==> src/rtl/sel_encoder_pkg.sv <==
// Shared types and helpers for the select encoder.
package sel_encoder_pkg;

    localparam int unsigned NUM_CH = 4;
    localparam int unsigned CODE_W = 2;

    typedef enum logic [1:0] {
        StIdle  = 2'd0,
        StDead  = 2'd1,
        StGrant = 2'd2
    } state_e;

    // Binary channel index to active-high one-hot select.
    function automatic logic [NUM_CH-1:0] code_to_onehot(input logic [CODE_W-1:0] code);
        logic [NUM_CH-1:0] oh;
        oh       = '0;
        oh[code] = 1'b1;
        return oh;
    endfunction

    // Complement for the p-side gates.
    function automatic logic [NUM_CH-1:0] sel_complement(input logic [NUM_CH-1:0] sel);
        return ~sel;
    endfunction

endpackage

==> src/rtl/sel_encoder_rr_pick.sv <==
// Round-robin picker: first set request bit scanning from ptr upward, modulo NUM_CH.
module sel_encoder_rr_pick
    import sel_encoder_pkg::*;
(
    input  logic [NUM_CH-1:0] sreq,
    input  logic [CODE_W-1:0] ptr,
    output logic [CODE_W-1:0] win,
    output logic              any
);

    logic [CODE_W-1:0] idx;

    // Rotating priority scan; earliest hit from ptr wins.
    always_comb begin
        win = '0;
        any = 1'b0;
        idx = '0;
        for (int unsigned i = 0; i < NUM_CH; i++) begin
            idx = ptr + CODE_W'(i);
            if (sreq[idx] && !any) begin
                win = idx;
                any = 1'b1;
            end
        end
    end

endmodule

==> src/rtl/sel_encoder.sv <==
// Break-before-make select encoder: synchronizes async requests, arbitrates
// round-robin, inserts one dead cycle, then holds a one-hot grant until ack.
module sel_encoder
    import sel_encoder_pkg::*;
#(
    parameter int unsigned SYNC_STAGES = 2
) (
    input  logic              clk,
    input  logic              rst_n,
    input  logic              ena,
    input  logic [NUM_CH-1:0] req,
    input  logic              ack,
    output logic [CODE_W-1:0] code,
    output logic              valid,
    output logic [NUM_CH-1:0] sel,
    output logic [NUM_CH-1:0] sel_n
);

    logic [SYNC_STAGES-1:0][NUM_CH-1:0] sync_q, sync_d;
    logic [NUM_CH-1:0] sreq;

    state_e            state_q, state_d;
    logic [CODE_W-1:0] ptr_q, ptr_d;
    logic [CODE_W-1:0] code_q, code_d;
    logic              valid_q, valid_d;
    logic [NUM_CH-1:0] sel_q, sel_d;
    logic [NUM_CH-1:0] sel_n_q, sel_n_d;

    logic [CODE_W-1:0] win;
    logic              any;

    // Shift chain: stage 0 samples the raw asynchronous request lines.
    always_comb begin
        sync_d = {sync_q[SYNC_STAGES-2:0], req};
    end

    // Synchronizer flops, cleared on reset.
    always_ff @(posedge clk) begin
        if (!rst_n) begin
            sync_q <= '0;
        end else begin
            sync_q <= sync_d;
        end
    end

    assign sreq = sync_q[SYNC_STAGES-1];

    sel_encoder_rr_pick u_rr_pick (
        .sreq (sreq),
        .ptr  (ptr_q),
        .win  (win),
        .any  (any)
    );

    // Next-state and next-output logic; outputs are computed for the state being entered.
    always_comb begin
        state_d = state_q;
        ptr_d   = ptr_q;
        code_d  = code_q;
        valid_d = valid_q;
        sel_d   = sel_q;
        if (!ena) begin
            // Abort keeps ptr and code so a re-enable resumes the same priority.
            state_d = StIdle;
            valid_d = 1'b0;
            sel_d   = '0;
        end else begin
            unique case (state_q)
                StIdle: begin
                    valid_d = 1'b0;
                    sel_d   = '0;
                    if (any) begin
                        code_d  = win;
                        state_d = StDead;
                    end
                end
                StDead: begin
                    state_d = StGrant;
                    valid_d = 1'b1;
                    sel_d   = code_to_onehot(code_q);
                end
                StGrant: begin
                    // Request drop is ignored here; only ack releases the grant.
                    if (ack) begin
                        state_d = StIdle;
                        ptr_d   = code_q + 2'd1;
                        valid_d = 1'b0;
                        sel_d   = '0;
                    end
                end
                default: begin
                    state_d = StIdle;
                    valid_d = 1'b0;
                    sel_d   = '0;
                end
            endcase
        end
        sel_n_d = sel_complement(sel_d);
    end

    // FSM state and registered outputs.
    always_ff @(posedge clk) begin
        if (!rst_n) begin
            state_q <= StIdle;
            ptr_q   <= '0;
            code_q  <= '0;
            valid_q <= 1'b0;
            sel_q   <= '0;
            sel_n_q <= '1;
        end else begin
            state_q <= state_d;
            ptr_q   <= ptr_d;
            code_q  <= code_d;
            valid_q <= valid_d;
            sel_q   <= sel_d;
            sel_n_q <= sel_n_d;
        end
    end

    assign code  = code_q;
    assign valid = valid_q;
    assign sel   = sel_q;
    assign sel_n = sel_n_q;

endmodule

==> config.mk <==
export PLATFORM = sky130hd
export DESIGN_NAME = sel_encoder
export DESIGN_NICKNAME = d
export VERILOG_FILES = /design/src/rtl/sel_encoder_pkg.sv /design/src/rtl/sel_encoder_rr_pick.sv /design/src/rtl/sel_encoder.sv
export SDC_FILE = /design/constraint.sdc
export NUM_CORES = 1
export LEC_CHECK = 0
export ABC_AREA = 1
export CAP_MARGIN = 20
export CORE_MARGIN = 2
export CORE_UTILIZATION = 46
export CTS_BUF_LIST = sky130_fd_sc_hd__clkbuf_16
export DETAILED_ROUTE_END_ITERATION = 10
export GPL_ROUTABILITY_DRIVEN = 0
export PLACE_DENSITY = 0.73
export SYNTH_ARGS = -nofsm -noshare
export SYNTH_HDL_FRONTEND = slang
export SYNTH_SLANG_ARGS = --single-unit
==> constraint.sdc <==
create_clock -name clk -period 1.2 [get_ports clk]
set_input_delay 0.24 -clock clk [delete_from_list [all_inputs] [get_ports clk]]
set_output_delay 0.24 -clock clk [all_outputs]
set_load 0.005 [all_outputs]
# Yosys cells after proc, flatten, opt, wreduce, memory -nomap -nowiden
# Index checks and enable logic that the tools add are counted.
[word_totals] reg_bits=23 input_bits=8 elab_cells=61
[op_classes] addsub=4 n_lt_le_gt_ge=6 eq_ne=4 mux=26 bitwise_logic=1 reduce_logical=12
[op_table] cell="2-bit by 3-bit less-than comparator with 1-bit output (second input constant)" n=5
[op_table] cell="2-bit two-way mux" n=6
[op_table] cell="1-bit two-way mux" n=10
[op_table] cell="1-bit binary-select mux with 2-bit select" n=4
[op_table] cell="4-bit two-way mux" n=2
[op_table] cell="4-bit one-hot mux with 2 select lines" n=1
[op_table] cell="2-bit one-hot mux with 3 select lines" n=1
[op_table] cell="3-bit AND reduction" n=2
[op_table] cell="2-bit by 1-bit adder with 2-bit output (second input constant)" n=2
[op_table] cell="2-bit adder (second input constant)" n=2
[op_table] cell="1-bit logical AND" n=4
[op_table] cell="2-bit != test (second input constant)" n=2
[op_table] cell="4-bit inverter" n=1
[op_table] cell="2-bit AND reduction" n=2
[op_table] cell="1-bit zero test" n=3
[op_table] cell="1-bit demux with 2-bit select" n=1
[op_table] cell="2-bit by 1-bit equality test with 1-bit output (second input constant)" n=1
[op_table] cell="2-bit equality test (second input constant)" n=1
[op_table] cell="2-bit by 1-bit >= comparator with 1-bit output (second input constant)" n=1
[op_table] cell="2-bit zero test" n=1
[op_table] cell="1-bit one-hot mux with 2 select lines" n=1

# Depth between registers and ports, before layout
# Gate-level depths: netlist of run 1.
[logic_depth] depth_word=14 mapped_depth=11

# Hierarchy
# Synthesis of run 1 repeated with hierarchy kept, for this count alone.
[unflattened] cells_unflattened=169 area_unflattened_um2=1193.6
[by_module_without_submodules] module="sel_encoder" instances=1 cells_per_inst=110 area_per_inst_um2=899.6
[by_module_without_submodules] module="sel_encoder_rr_pick" instances=1 cells_per_inst=59 area_per_inst_um2=294.0

# Worst setup path before layout of run 1
# OpenSTA, ideal clock, no wires.
[synth_path] kind="flip-flop to flip-flop" startpoint="register ptr_q[0]" endpoint="register code_q[1] (netlist: code[1])" setup_ps=112 t_arrival_ps=1195 required_time_ps=1088 path_slack_ps=-107 stages_incl_launch_ff=11 n_path_buf=1 synth_period_minus_slack_ps=1307 cell_sequence="dfxtp_1 > buf_6 > nand2_2 > nand3_1 > nand2_2 > nor2_4 > nand3_1 > nand2_2 > nand2_1 > nand2_1 > nor2_2"
[synth_via] elab_chain_len=13
[synth_rtl] item="from (decl)" line_no="sel_encoder.sv:23" rtl="logic [CODE_W-1:0] ptr_q, ptr_d;"
[synth_rtl] item="from (signal assigned)" line_no="sel_encoder.sv:112" rtl="ptr_q <= ptr_d;"
[synth_rtl] item="parallel branches: the longest is 13 deep, another holds 2-bit by 1-bit adder with 2-bit output"
[synth_rtl] item="to (signal assigned)" line_no="sel_encoder.sv:113" rtl="code_q <= code_d;"
[synth_rtl] item="to (decl)" line_no="sel_encoder.sv:24" rtl="logic [CODE_W-1:0] code_q, code_d;"
# Several ways; the timed one is not identified. The select of a mux whose other input is x is not followed.
# A chain may end at the register's enable or synchronous reset.

# Final worst setup path of run 1
# Same ends and word-level chain as after synthesis.

==> flow_metrics.env, run 1 <==
export IMPL_synth_cell_type_count=20
export IMPL_fin_setup_tns_ns=-0.8271
export IMPL_synth_compound_gate_area_share=0.09317
export IMPL_yosys_area_share_xor_xnor=0
export IMPL_min_delay_path_depth=2
export IMPL_cp_required_ns=1.34
export IMPL_final_hold_violating_endpoints=0
export IMPL_number_of_enable_flip_flop_cells_after_synthesis=0
export IMPL_cell_taking_the_most_area_after_synthesis="sky130_fd_sc_hd__dfxtp_1"
export IMPL_ant_nets=0
export IMPL_synth_area_per_cell_um2=7.263
export IMPL_static_leakage_power_uw=0.0009133
export IMPL_drt_wl_total_um=2739
export IMPL_synth_simple_gate_area_share=0.3066
export IMPL_num_nets_final=215
export IMPL_route_detailed_wl_per_inst_um=12.01
export IMPL_grt_antenna_before_repair=0
export IMPL_top_usage_layer="met2"
export IMPL_drc=0
export IMPL_synthCells=159
export IMPL_post_route_cell_area_um2=1735
export IMPL_finalSetupViolations=4
export IMPL_vias=1085
export IMPL_placement_setup_worst_slack_ns=-0.2114
export IMPL_cts_reportedPaths_clkPinSlew_ns=0.06
export IMPL_total_grt_overflow=0
export IMPL_max_slew_margin=0.8451
export IMPL_seq_area_frac_synth=0.3987
export IMPL_final_max_slew_violation_count=0
export IMPL_dpl_cell_area_um2=1490
export IMPL_grtUsageTotal=0.2095
export IMPL_drt_pre_antenna_iters=4
export IMPL_ys_warnings_count=0
export IMPL_worstSkewPairLatency_ns=0.25
export IMPL_detail_route_iter0_violations=16
export IMPL_grt_pass1_wl_um=4402
export IMPL_cts_max_level=1
export IMPL_synth_mux_area_fraction=0
export IMPL_die_h_um=54.11
export IMPL_cts_hold_buffers=0
export IMPL_synth_largest_type_area_fraction=0.3987
export IMPL_fin_util=0.7135
export IMPL_cts_root_buffer="sky130_fd_sc_hd__clkbuf_16"
export IMPL_yosys_most_used_dff="sky130_fd_sc_hd__dfxtp_1"
export IMPL_critical_path_endpoint_type="flop"
export IMPL_die_area_um2=2927
export IMPL_layout_setup_ws_ns=-0.2217
export IMPL_timing_worst_setup_path_type="reg -> reg"
export IMPL_yosys_area_share_adder=0.08667
export IMPL_synth_most_common_cell="sky130_fd_sc_hd__nand2_1"
export IMPL_grt_max_degree=13
export IMPL_number_of_max_cap_violations=0
export IMPL_worst_pin_slew_ns=0.2323
export IMPL_clock_tree_buffer_depth=2
export IMPL_reg2reg_depth=11
export IMPL_place_detailed_hpwl_um=1831
export IMPL_chipWidth_um=54.11
export IMPL_globalRouteMet2Util=0.3638
export IMPL_fin_crit_ns=1.422
export IMPL_final_setup_skew_ns=0.002784
export IMPL_design_portCount=19
export IMPL_grt_setup_unrepaired="yes"
export IMPL_path_max_fanout=5
export IMPL_rows=18
export IMPL_final_layout_size_suffix_gt1_frac=0.3737
export IMPL_cts_tree="built"
export IMPL_synth_area_top_cells="sky130_fd_sc_hd__dfxtp_1 40%, sky130_fd_sc_hd__nand2_1 16%, sky130_fd_sc_hd__inv_1 9.4%"
export IMPL_crit_path_start_kind="flop"
export IMPL_synth_seq_cells=23
export IMPL_area_growth_synth_to_final_pct=50.27
export IMPL_coreArea_um2=2432
export IMPL_combinational_family_with_the_most_area_after_synthesis="simple AND/OR/NAND/NOR gates"
export IMPL_power_density_nw_per_um2=1195
export IMPL_synthesis_nets=175
export IMPL_n_antenna_cell=0
export IMPL_cts_buffers=3
export IMPL_max_freq_mhz=703.4
export IMPL_async_reset_ff_frac=0
export IMPL_globalRouteMet3Util=0.04722
export IMPL_cts_num_sinks=23
export IMPL_worst_endpoint_arrival_ns=1.57
export IMPL_synthesis_area_um2=1155
export IMPL_synth_top_cells_by_count="49 x sky130_fd_sc_hd__nand2_1, 29 x sky130_fd_sc_hd__inv_1, 23 x sky130_fd_sc_hd__dfxtp_1"
export IMPL_placement_io_buffers=18
export IMPL_initial_utilization=0.4748
export IMPL_status="finished with violations"
export IMPL_violations="negative setup slack"
export IMPL_fin_crit_sh=1.185
export IMPL_peak_supply_drop_mv=1.038
export IMPL_grt_pass1_vias=1021
export IMPL_met1_track_usage_gr=0.2624
export IMPL_drt_vias_per_instance=4.759
export IMPL_hp_class="reg -> reg"
[power by group]
part | total, uW | leakage, uW | switching (uW) | internal [uW]
combinational | 539 | 0.000680 | 297 | 242
sequential | 836 | 0.000191 | 32.2 | 804
clock | 699 | 0.0000423 | 255 | 444
total | 2070 | 0.000913 | 585 | 1490
[layer usage]
metal | part of all wire | vias to the layer above
met4 | 0.0088 | 0
met2 | 0.50 | 21
met1 | 0.46 | 494
li1 | - | 564
met3 | 0.035 | 6
met5 | 0 | -
[timing repair]
item | 4_1_cts | 5_1_grt
pin swaps | 12 | 11
resized for setup | 38 | 23
setup buffers | 3 | 1
endpoints found under the setup margin | 20 | 15
[flip-flops by register name, summed over array words and instances, names as in the netlist]
| signal | count |
|---|---|
| sel | 4 |
| sel_n | 4 |
| sreq | 4 |
| sync_d | 4 |
| code | 2 |
| ptr_q | 2 |
| state_q | 2 |
| valid | 1 |
[worst paths after layout]
check	startpoint	endpoint	slack, ns
setup / recovery	ptr_q[0]$_SDFFE_PN0P_	code[1]$_SDFFE_PN0P_	-0.22
hold / removal	sync_d[6]$_SDFF_PN0_	sreq[2]$_SDFF_PN0_	0.41
setup reg to reg	ptr_q[0]$_SDFFE_PN0P_	code[1]$_SDFFE_PN0P_	-0.22
hold reg to reg	sync_d[6]$_SDFF_PN0_	sreq[2]$_SDFF_PN0_	0.41
[layout make-up]
cell class              count  area (um^2)
clock inverters             1        3.754
clock buffers               3        75.07
flip-flops and latches     23        473.0
inverters                  31        123.9
fillers                   184        696.9
well taps                  30        37.54
repair buffers             37        324.1
multi-input cells         103        698.2
[layout by cell type (no fill, tap or decap), drive strengths merged]
cell type	synthesis	final
a21oi	7	7
a22o	4	4
a31oi	1	1
buf	2	19
clkbuf	0	3
clkdlybuf4s50	0	7
dfxtp	23	23
dlygate4sd2	0	11
ha	8	8
inv	31	32
nand2	55	55
nand3	10	10
nand3b	1	1
nand4	1	1
nor2	11	11
o21a	1	1
o21ai	4	4
[critical path, stage by stage, from the launching register on]
cell                      delay, ns
sky130_fd_sc_hd__dfxtp_4       0.37
sky130_fd_sc_hd__buf_6         0.14
sky130_fd_sc_hd__nand2_1       0.05
sky130_fd_sc_hd__nand2_1       0.07
sky130_fd_sc_hd__nand2_2       0.06
sky130_fd_sc_hd__nand2_2       0.05
sky130_fd_sc_hd__nor2_4        0.18
sky130_fd_sc_hd__nand3_2       0.12
sky130_fd_sc_hd__nand2_4       0.12
sky130_fd_sc_hd__nand2_2       0.06
sky130_fd_sc_hd__nand2_2       0.06
sky130_fd_sc_hd__nor2_2        0.04
[stage by stage]
stage                     instances  hold WS [ns]  power (uW)
after floorplan                 159        0.3376        1123
after global placement          220        0.3934        1261
after detailed placement        220        0.3953        1273
after CTS                       227        0.4084        2020
after global routing            228        0.4291        2177
final                           228        0.4091        2074
[logic make-up after synthesis]
kind of cell | Yosys count
flops | 23
fa+ha+maj | 8
buf+inv | 33
compound gates | 17
simple gates | 78
(Power assumes the default switching activity.)
==> run 2, diff against run 1 <==
--- a/config.mk
+++ b/config.mk
@@ -8,11 +8,12 @@
 export ABC_AREA = 1
 export CAP_MARGIN = 20
 export CORE_MARGIN = 2
-export CORE_UTILIZATION = 46
+export CORE_UTILIZATION = 47
 export CTS_BUF_LIST = sky130_fd_sc_hd__clkbuf_16
 export DETAILED_ROUTE_END_ITERATION = 10
 export GPL_ROUTABILITY_DRIVEN = 0
-export PLACE_DENSITY = 0.73
+export PLACE_DENSITY = 0.74
 export SYNTH_ARGS = -nofsm -noshare
 export SYNTH_HDL_FRONTEND = slang
+export SYNTH_HIERARCHICAL = 1
 export SYNTH_SLANG_ARGS = --single-unit
==> run 2 against run 1 <==
The flow still finishes with violations (negative setup slack); design area down 1.2%; clock power up 4.1%; first-iteration DRC count up 69%; clock skew down 0.0016 ns; global-route usage up 0.77 points; largest cell class unchanged; die area up 1.1%; total power down 8.0%.
==> flow_metrics.env, run 2 <==
export IMPL_route_detailed_wl_per_inst_um=12.47
export IMPL_cts_buffers=3
export IMPL_synthesis_nets=185
export IMPL_design_portCount=19
export IMPL_static_leakage_power_uw=0.0009561
export IMPL_synth_largest_type_area_fraction=0.3857
export IMPL_synth_mux_area_fraction=0
export IMPL_vias=1168
export IMPL_synth_cell_type_count=20
export IMPL_detail_route_iter0_violations=27
export IMPL_final_hold_violating_endpoints=0
export IMPL_fin_crit_sh=1.261
export IMPL_placed_cells=228
export IMPL_worst_endpoint_arrival_ns=1.67
export IMPL_synth_area_top_cells="sky130_fd_sc_hd__dfxtp_1 39%, sky130_fd_sc_hd__nand2_1 19%, sky130_fd_sc_hd__ha_1 8.4%"
export IMPL_cts_num_sinks=23
export IMPL_peak_supply_drop_mv=0.9421
export IMPL_final_max_slew_violation_count=0
export IMPL_ant_nets=0
export IMPL_total_grt_overflow=0
export IMPL_drt_wl_total_um=2917
export IMPL_critical_path_buf_inv_count=2
export IMPL_chipWidth_um=54.40
export IMPL_cts_root_buffer="sky130_fd_sc_hd__clkbuf_16"
export IMPL_yosys_area_share_adder=0.08386
export IMPL_violations="negative setup slack"
export IMPL_power_density_nw_per_um2=1114
export IMPL_stdcell_count=234
export IMPL_synth_top_cells_by_count="59 x sky130_fd_sc_hd__nand2_1, 23 x sky130_fd_sc_hd__dfxtp_1, 23 x sky130_fd_sc_hd__inv_1"
export IMPL_rows=18
export IMPL_ys_warnings_count=6
export IMPL_grtUsageTotal=0.2173
export IMPL_worst_pin_slew_ns=0.2265
export IMPL_max_slew_margin=0.8490
export IMPL_drt_pre_antenna_iters=4
export IMPL_status="finished with violations"
export IMPL_cell_taking_the_most_area_after_synthesis="sky130_fd_sc_hd__dfxtp_1"
export IMPL_final_setup_skew_ns=0.001232
export IMPL_finalSetupViolations=4
export IMPL_n_antenna_cell=0
export IMPL_max_stage_delay_ns=0.39
export IMPL_coreArea_um2=2432
export IMPL_critPathTopFamily="simple AND/OR/NAND/NOR gates"
export IMPL_path_max_fanout=8
export IMPL_layout_commonest_cell="sky130_fd_sc_hd__nand2_1"
export IMPL_seq_area_frac_synth=0.3857
export IMPL_die_area_um2=2959
export IMPL_cts_tree="built"
export IMPL_final_layout_size_suffix_gt1_frac=0.3333
export IMPL_critical_path_endpoint_type="flop"
export IMPL_grt_antenna_before_repair=0
export IMPL_async_reset_ff_frac=0
export IMPL_path_cells="buf_12, nand2_4, nand3_2, nand2_4, nor2_4, nand3b_1, inv_1, nand2_2, nand2_2, nand2_1, nand2_1, nor2_1"
export IMPL_grt_pass1_vias=1104
export IMPL_clock_tree_buffer_depth=2
export IMPL_cts_max_level=1
export IMPL_place_detailed_hpwl_um=1887
export IMPL_timing_worst_setup_path_type="reg -> reg"
export IMPL_synth_simple_gate_area_share=0.3941
export IMPL_number_of_max_cap_violations=0
export IMPL_grt_max_degree=14
export IMPL_synthesis_area_um2=1194
export IMPL_synth_seq_cells=23
export IMPL_yosys_area_share_xor_xnor=0
export IMPL_cts_reportedPaths_clkPinSlew_ns=0.06
export IMPL_max_freq_mhz=660.9
export IMPL_die_h_um=54.40
export IMPL_layout_setup_ws_ns=-0.3131
export IMPL_fin_crit_ns=1.513
export IMPL_worstSkewPairLatency_ns=0.26
export IMPL_fin_util=0.7047
export IMPL_synthCells=169
export IMPL_timing_critical_path_slowest_stage_cell="sky130_fd_sc_hd__dfxtp_4"
export IMPL_grt_setup_unrepaired="yes"
export IMPL_timing_hold_ws_ns=0.4119
export IMPL_hp_class="reg -> reg"
export IMPL_cts_hold_buffers=0
export IMPL_synth_compound_gate_area_share=0.02516
export IMPL_placement_io_buffers=18
export IMPL_drt_vias_per_instance=4.991
export IMPL_yosys_most_used_dff="sky130_fd_sc_hd__dfxtp_1"
export IMPL_grt_pass1_wl_um=4512
export IMPL_initial_utilization=0.4907
export IMPL_area_growth_synth_to_final_pct=43.61
export IMPL_crit_path_start_kind="flop"
export IMPL_final_cell_mix="47 x sky130_fd_sc_hd__nand2_1, 22 x sky130_fd_sc_hd__inv_1, 18 x sky130_fd_sc_hd__nand2_2"
export IMPL_cp_required_ns=1.36
export IMPL_num_nets_final=221
export IMPL_synth_most_common_cell="sky130_fd_sc_hd__nand2_1"
export IMPL_combinational_family_with_the_most_area_after_synthesis="simple AND/OR/NAND/NOR gates"
export IMPL_synth_area_per_cell_um2=7.063
export IMPL_drc=0
export IMPL_number_of_enable_flip_flop_cells_after_synthesis=0
[run 2: per-layer routing]
metal / routed length, um / global-route usage / up-vias
li1: - / - / 569
met1: 1140 / 0.2328 / 548
met2: 1531 / 0.3876 / 40
met3: 137 / 0.04098 / 11
met4: 108 / 0.1375 / 0
met5: 0 / 0 / -
[run 2: cell type report]
type	instances	area, um^2
timing repair buffer	33	311.5
clock inverter	1	5.005
sequential	23	474.2
clock buffer	3	75.07
multi-input combinational	114	691.9
tap	30	37.54
fill	190	718.2
inverter	30	118.9
[run 2: metrics by stage]
stage                     total power (uW)  setup TNS [ns]  area [um^2]  setup WS [ns]
after floorplan                       1026         -0.3466         1204        -0.1037
after global routing                  2005          -1.869         1714        -0.4254
after detailed placement              1145          -1.869         1525        -0.2535
after CTS                             1888          -1.134         1670        -0.2495
after global placement                1131          -1.527         1525        -0.1704
final                                 1909          -1.168         1714        -0.3131
[run 2: worst min-delay path, cell delays in order (launching register included)]
cell and delay, ns:
sky130_fd_sc_hd__dfxtp_1 0.30, sky130_fd_sc_hd__nand2_1 0.04, sky130_fd_sc_hd__inv_1 0.04
[run 2: final timing paths]
| kind | from | to | slack, ns | cells past startpoint |
|---|---|---|---|---|
| max | ptr_q[0]$_SDFFE_PN0P_ | state_q[0]$_SDFFE_PN0P_ | -0.31 | 12 |
| min | sync_d[7]$_SDFF_PN0_ | sreq[3]$_SDFF_PN0_ | 0.41 | 2 |
| max reg2reg | ptr_q[0]$_SDFFE_PN0P_ | state_q[0]$_SDFFE_PN0P_ | -0.31 | 12 |
| min reg2reg | sync_d[7]$_SDFF_PN0_ | sreq[3]$_SDFF_PN0_ | 0.41 | 2 |
[run 2: where the power goes]
part | switching [uW] | internal [uW] | total [uW]
clock | 280 | 449 | 728
sequential | 20.3 | 793 | 813
combinational | 209 | 158 | 368
total | 509 | 1400 | 1910
[run 2: logic make-up after synthesis]
logic type,Yosys count
adder cells (fa/ha/maj),8
AO/OA/AOI/OAI,5
buffers and inverters,32
flip-flops,23
AND/OR/NAND/NOR,101
[run 2: what timing repair did]
action	4_1_cts	5_1_grt
gates resized for setup	32	12
pin swaps	1	2
hold endpoints to repair	0	0
buffers inserted	1	1
endpoints found under the setup margin	20	15
gates cloned	0	0
